## config.mk

```make
export PLATFORM = sky130hd
export DESIGN_NAME = gray_expand_pipe
export DESIGN_NICKNAME = d
export VERILOG_FILES = /design/src/rtl/gray_expand_pipe.sv
export SDC_FILE = /design/constraint.sdc
export NUM_CORES = 1
export LEC_CHECK = 0
export CORE_ASPECT_RATIO = 0.8
export CORE_MARGIN = 1.5
export CORE_UTILIZATION = 48
export DETAILED_ROUTE_END_ITERATION = 6
export PLACE_DENSITY = 0.79
export SETUP_SLACK_MARGIN = 0.02
export SYNTH_ARGS = -nofsm -noshare
export SYNTH_HDL_FRONTEND = slang
export SYNTH_SLANG_ARGS = --single-unit
```

## constraint.sdc

```tcl
create_clock -name clk -period 2.6 [get_ports clk]
set_input_delay 0.26 -clock clk [delete_from_list [all_inputs] [get_ports clk]]
set_output_delay 0.26 -clock clk [all_outputs]
set_load 0.01 [all_outputs]
```

## src/rtl/gray_expand_pipe.sv

```systemverilog
// gray_expand_pipe: a two-stage video pipeline. It maps each gray sample
// through a per-frame mode and expands the result into NUM_CH identical
// colour channels. It also measures the active length of each line.
//
// Handshake: there is no backpressure. A pixel is accepted on every clock
// edge where vid_in_active=1. It leaves exactly two edges later, with
// vid_out_active=1, together with its delayed hsync and vsync.
module gray_expand_pipe #(
    parameter int GRAY_W = 8,
    parameter int CH_W   = 8,
    parameter int NUM_CH = 3,
    parameter int CNT_W  = 12
) (
    input  logic                     clk,
    input  logic                     rst,
    input  logic                     vid_in_active,
    input  logic [GRAY_W-1:0]        vid_in_data,
    input  logic                     vid_in_hsync,
    input  logic                     vid_in_vsync,
    input  logic [1:0]               mode_in,
    input  logic [GRAY_W-1:0]        thresh_in,
    output logic                     vid_out_active,
    output logic                     vid_out_hsync,
    output logic                     vid_out_vsync,
    output logic [NUM_CH*CH_W-1:0]   vid_out_data,
    output logic [1:0]               mode_cur,
    output logic [CNT_W-1:0]         line_len,
    output logic                     line_len_vld
);

    typedef enum logic [1:0] {
        MODE_REPL   = 2'd0,
        MODE_INV    = 2'd1,
        MODE_THRESH = 2'd2,
        MODE_ZERO   = 2'd3
    } mode_t;

    localparam logic [CNT_W-1:0] CNT_MAX = '1;
    localparam logic [CNT_W-1:0] CNT_ONE = {{(CNT_W-1){1'b0}}, 1'b1};

    // Frame-level state: the previous syncs, and the mode/threshold latched at frame start
    logic                  prev_vs_q;
    logic                  prev_act_q;
    mode_t                 mode_q,   mode_d;
    logic [GRAY_W-1:0]     thresh_q, thresh_d;

    // Stage 1: the mapped gray value and its syncs
    logic                  s1_act_q, s1_hs_q, s1_vs_q;
    logic [GRAY_W-1:0]     s1_p_q,   s1_p_d;

    // Stage 2: the expanded output
    logic                  out_act_q, out_hs_q, out_vs_q;
    logic [NUM_CH*CH_W-1:0] out_data_q, out_data_d;

    // Line-length measurement
    logic [CNT_W-1:0]      cnt_q,      cnt_d;
    logic [CNT_W-1:0]      line_len_q, line_len_d;
    logic                  vld_q,      vld_d;

    logic                  vs_rise;
    logic                  act_fall;
    logic [CH_W-1:0]       ch_val;

    // Widen the stage-1 value to one channel by repeating its top bits
    generate
        if (CH_W == GRAY_W) begin : g_no_expand
            assign ch_val = s1_p_q;
        end else begin : g_expand
            assign ch_val = {s1_p_q, s1_p_q[GRAY_W-1 -: CH_W-GRAY_W]};
        end
    endgenerate

    // Next-state logic. A mode loaded on a vsync edge applies to the pixel of that same cycle.
    always_comb begin
        vs_rise  = vid_in_vsync & ~prev_vs_q;
        act_fall = ~vid_in_active & prev_act_q;

        mode_d   = mode_q;
        thresh_d = thresh_q;
        if (vs_rise) begin
            mode_d   = mode_t'(mode_in);
            thresh_d = thresh_in;
        end

        s1_p_d = '0;
        case (mode_d)
            MODE_REPL:   s1_p_d = vid_in_data;
            MODE_INV:    s1_p_d = ~vid_in_data;
            MODE_THRESH: s1_p_d = (vid_in_data >= thresh_d) ? {GRAY_W{1'b1}} : '0;
            MODE_ZERO:   s1_p_d = '0;
            default:     s1_p_d = '0;
        endcase

        out_data_d = s1_act_q ? {NUM_CH{ch_val}} : '0;

        // A line end captures the count. Both a line end and a frame start restart the count.
        line_len_d = line_len_q;
        vld_d      = 1'b0;
        if (act_fall) begin
            line_len_d = cnt_q;
            vld_d      = 1'b1;
        end

        cnt_d = cnt_q;
        if (act_fall || vs_rise) begin
            cnt_d = '0;
        end else if (vid_in_active && (cnt_q != CNT_MAX)) begin
            cnt_d = cnt_q + CNT_ONE;
        end
    end

    // Register every stage. Reset also clears the history, so a mid-line reset never produces a strobe.
    always_ff @(posedge clk) begin
        if (rst) begin
            prev_vs_q  <= 1'b0;
            prev_act_q <= 1'b0;
            mode_q     <= MODE_REPL;
            thresh_q   <= '0;
            s1_act_q   <= 1'b0;
            s1_hs_q    <= 1'b0;
            s1_vs_q    <= 1'b0;
            s1_p_q     <= '0;
            out_act_q  <= 1'b0;
            out_hs_q   <= 1'b0;
            out_vs_q   <= 1'b0;
            out_data_q <= '0;
            cnt_q      <= '0;
            line_len_q <= '0;
            vld_q      <= 1'b0;
        end else begin
            prev_vs_q  <= vid_in_vsync;
            prev_act_q <= vid_in_active;
            mode_q     <= mode_d;
            thresh_q   <= thresh_d;
            s1_act_q   <= vid_in_active;
            s1_hs_q    <= vid_in_hsync;
            s1_vs_q    <= vid_in_vsync;
            s1_p_q     <= s1_p_d;
            out_act_q  <= s1_act_q;
            out_hs_q   <= s1_hs_q;
            out_vs_q   <= s1_vs_q;
            out_data_q <= out_data_d;
            cnt_q      <= cnt_d;
            line_len_q <= line_len_d;
            vld_q      <= vld_d;
        end
    end

    assign vid_out_active = out_act_q;
    assign vid_out_hsync  = out_hs_q;
    assign vid_out_vsync  = out_vs_q;
    assign vid_out_data   = out_data_q;
    assign mode_cur       = mode_q;
    assign line_len       = line_len_q;
    assign line_len_vld   = vld_q;

endmodule

```

==> impl_metrics.json <==
{
  "end_kind": "flop",
  "fin_nets": 346,
  "rows": 23,
  "antenna_found_initial": 0,
  "final_common_cell": "clkdlybuf4s50_1",
  "insertion_delay_ps": 350,
  "cts_buffer_depth": 2,
  "grtUsageTotal_pct": 19.4,
  "worstMarginPinSlew_ps": 584,
  "antenna_cells": 0,
  "nFillCells": 416,
  "worstPathCellList": "clkdlybuf4s50_1, nand2b_1, nand2_1, nand2_1, ha_1, nand2b_1, a2111oi_0, o311a_1, o22ai_1",
  "finalSetupViolCount": 0,
  "synthTopCellsByArea": "dfxtp_1 47%, mux2i_1 6.5%, buf_4 5.5%",
  "grt_pass1_wl_um": 8210,
  "cts_buffers": 9,
  "synth_seq_cells": 57,
  "core_area_um2": 4950,
  "worstPathMaxFanout": 8,
  "hp-class": "flop to flop",
  "synth_cell_types": 41,
  "final_area_um2": 3230,
  "cp_slowest_cell": "clkdlybuf4s50_1",
  "post-route-min-period_ps": 2340,
  "vias": 1948,
  "max_freq_mhz": 427,
  "start_kind": "input pin",
  "cts-hold-fix-buffers": 0,
  "post-place-ws_ps": -15.4,
  "cpPeakStageDelay_ps": 550,
  "cap_violations": 0,
  "ys_warn_count": 0,
  "leakagePower_nw": 1.20,
  "drc": 0,
  "drive_gt1_share_pct": 10.0,
  "initial_core_util_pct": 49.5,
  "rsz0062_at_grt": "no",
  "grt_overflow": 0,
  "slew_viol_final": 0,
  "synth_top_area_share_pct": 46.5,
  "die_area_um2": 5550,
  "place_congestion": 0.818,
  "ios": 65,
  "hold_ws_ps": 426,
  "skew_ps": 5.06,
  "multi_input_area_um2": 1110,
  "totalWireLength_um": 5030,
  "vdd_drop_max_uv": 397,
  "synth.largest_area_cell": "dfxtp_1",
  "ant_nets": 0,
  "p_per_area_nw_per_um2": 605,
  "die_w_um": 82.9,
  "cts-resized-gates": 0,
  "hpwl_um": 3560,
  "die_h_um": 66.9,
  "drtIter0Drc": 97,
  "worstPathRequired_ps": 2820,
  "firstDrtPassIters": 4,
  "cts_htree_levels": 3,
  "seq_area_um2": 1140,
  "post_cts_buffers": 0,
  "syn_inst": 261,
  "criticalPathCategory": "input pin to flop",
  "async_reset_ff_share_pct": 0,
  "cts_tree": "yes",
  "crit_arrival_ps": 2560,
  "cts-root-buf": "clkbuf_8",
  "period_share_pct": 90.0,
  "avgSynthCellArea_um2": 9.40,
  "max_slew_margin_pct": 60.8,
  "dominantRegCellSynth": "dfxtp_1",
  "hold_viol": 0,
  "wl_per_cell_um": 13.2,
  "status": "completed",
  "dpl_cell_area_um2": 3030,
  "synth-edff-count": 0,
  "cts_sinks": 57,
  "synth.yosys.seq_area_share_pct": 46.5,
  "grt_start_max_net_pins": 38,
  "clkSlewWorstSetupHoldPaths_ps": 70,
  "total_power_w": 0.00195,
  "area_growth_pct": 31.7,
  "syn-num-nets": 293,
  "final_cell_mix": "64 x clkdlybuf4s50_1, 57 x dfxtp_1, 32 x nand2_1",
  "port_buffers": 64,
  "first_global_vias": 1773,
  "synth_area_um2": 2450,
  "setup_slack_ps": 259,
  "vias_per_cell": 5.11
}
==> critical path: cells and delay by family <==
family | cells | cell delay [ps]
AOI/OAI and AO/OA | 3 | 1040
adders and majority gates | 1 | 270
buffers and inverters | 1 | 550
and+or+nand+nor | 4 | 430
==> cells by family (layout without fill, tap and decap cells) <==
| kind of cell | after synthesis | after routing | synth area share (%) |
|---|---|---|---|
| flip-flops | 57 | 57 | 46.5 |
| AND/OR/NAND/NOR | 95 | 95 | 20.7 |
| XOR/XNOR | 1 | 1 | 0.357 |
| buffers and inverters | 34 | 92 | 8.37 |
| AO/OA/AOI/OAI | 49 | 49 | 13.0 |
| adder cells (fa/ha/maj) | 9 | 9 | 4.59 |
| multiplexers | 16 | 16 | 6.53 |
==> routing by layer <==
| layer | routed length (um) | vias to the layer above | GRT usage, % |
|---|---|---|---|
| li1 | - | 1001 | - |
| met1 | 2470 | 877 | 24.4 |
| met2 | 2180 | 63 | 28.5 |
| met3 | 334 | 7 | 9.17 |
| met4 | 54 | 0 | 8.13 |
| met5 | 0 | - | 0 |
==> where the power goes <==
group,internal (W),switching [W]
combinational,0.000108,0.000103
clock,0.000465,0.000360
sequential,0.000905,0.0000129
==> worst paths after layout <==
| path | slack, ps | from | endpoint | depth (start not counted) |
|---|---|---|---|---|
| max | 260 | vid_in_vsync | ch_val[1] | 9 |
| min reg2reg | 430 | ch_val[4] | vid_out_data[20] | 1 |
| min | 430 | ch_val[4] | vid_out_data[20] | 1 |
| max reg2reg | 320 | s1_vs_q | ch_val[1] | 8 |
==> cell type report <==
cell class | count | area share (%)
clock buffer | 11 | 4.38
clock inverter | 5 | 1.70
inverter | 6 | 0.697
multi-input combinational | 170 | 34.3
sequential | 57 | 35.3
tap | 62 | 2.40
timing repair buffer | 70 | 21.2
==> cell usage after synthesis, types with 3 or more instances <==
cell type and n:
or4_1 3, o21ai_0 6, o31ai_1 3, nand2b_1 3, buf_4 18, ha_1 9
mux2i_1 16, dfxtp_1 57, o22ai_1 7, clkbuf_1 7, inv_1 6, and2_1 8
nand4_1 4, nand2_1 32, nand3_1 5, nor2b_1 10, a21oi_1 23, or3_1 4
nor2_1 13
==> metrics by stage <==
step	utilization, %	std cells	setup TNS, ps
2_1_floorplan	-	261	0
3_3_place_gp	61.3	365	0
3_5_place_dp	61.3	365	-23.6
4_1_cts	65.2	381	0
5_1_grt	65.2	381	0
6_report	65.2	381	0
==> state kept, by name (all words and copies together) (netlist names) <==
name / count
s1_vs_q: 1
thresh_q: 8
vid_out_hsync: 1
s1_act_q: 1
ch_val: 8
vid_out_vsync: 1
mode_cur: 2
s1_hs_q: 1
line_len_vld: 1
vid_out_active: 1
cnt_q: 12
vid_out_data: 8
line_len: 12
(Power assumes the default switching activity.)
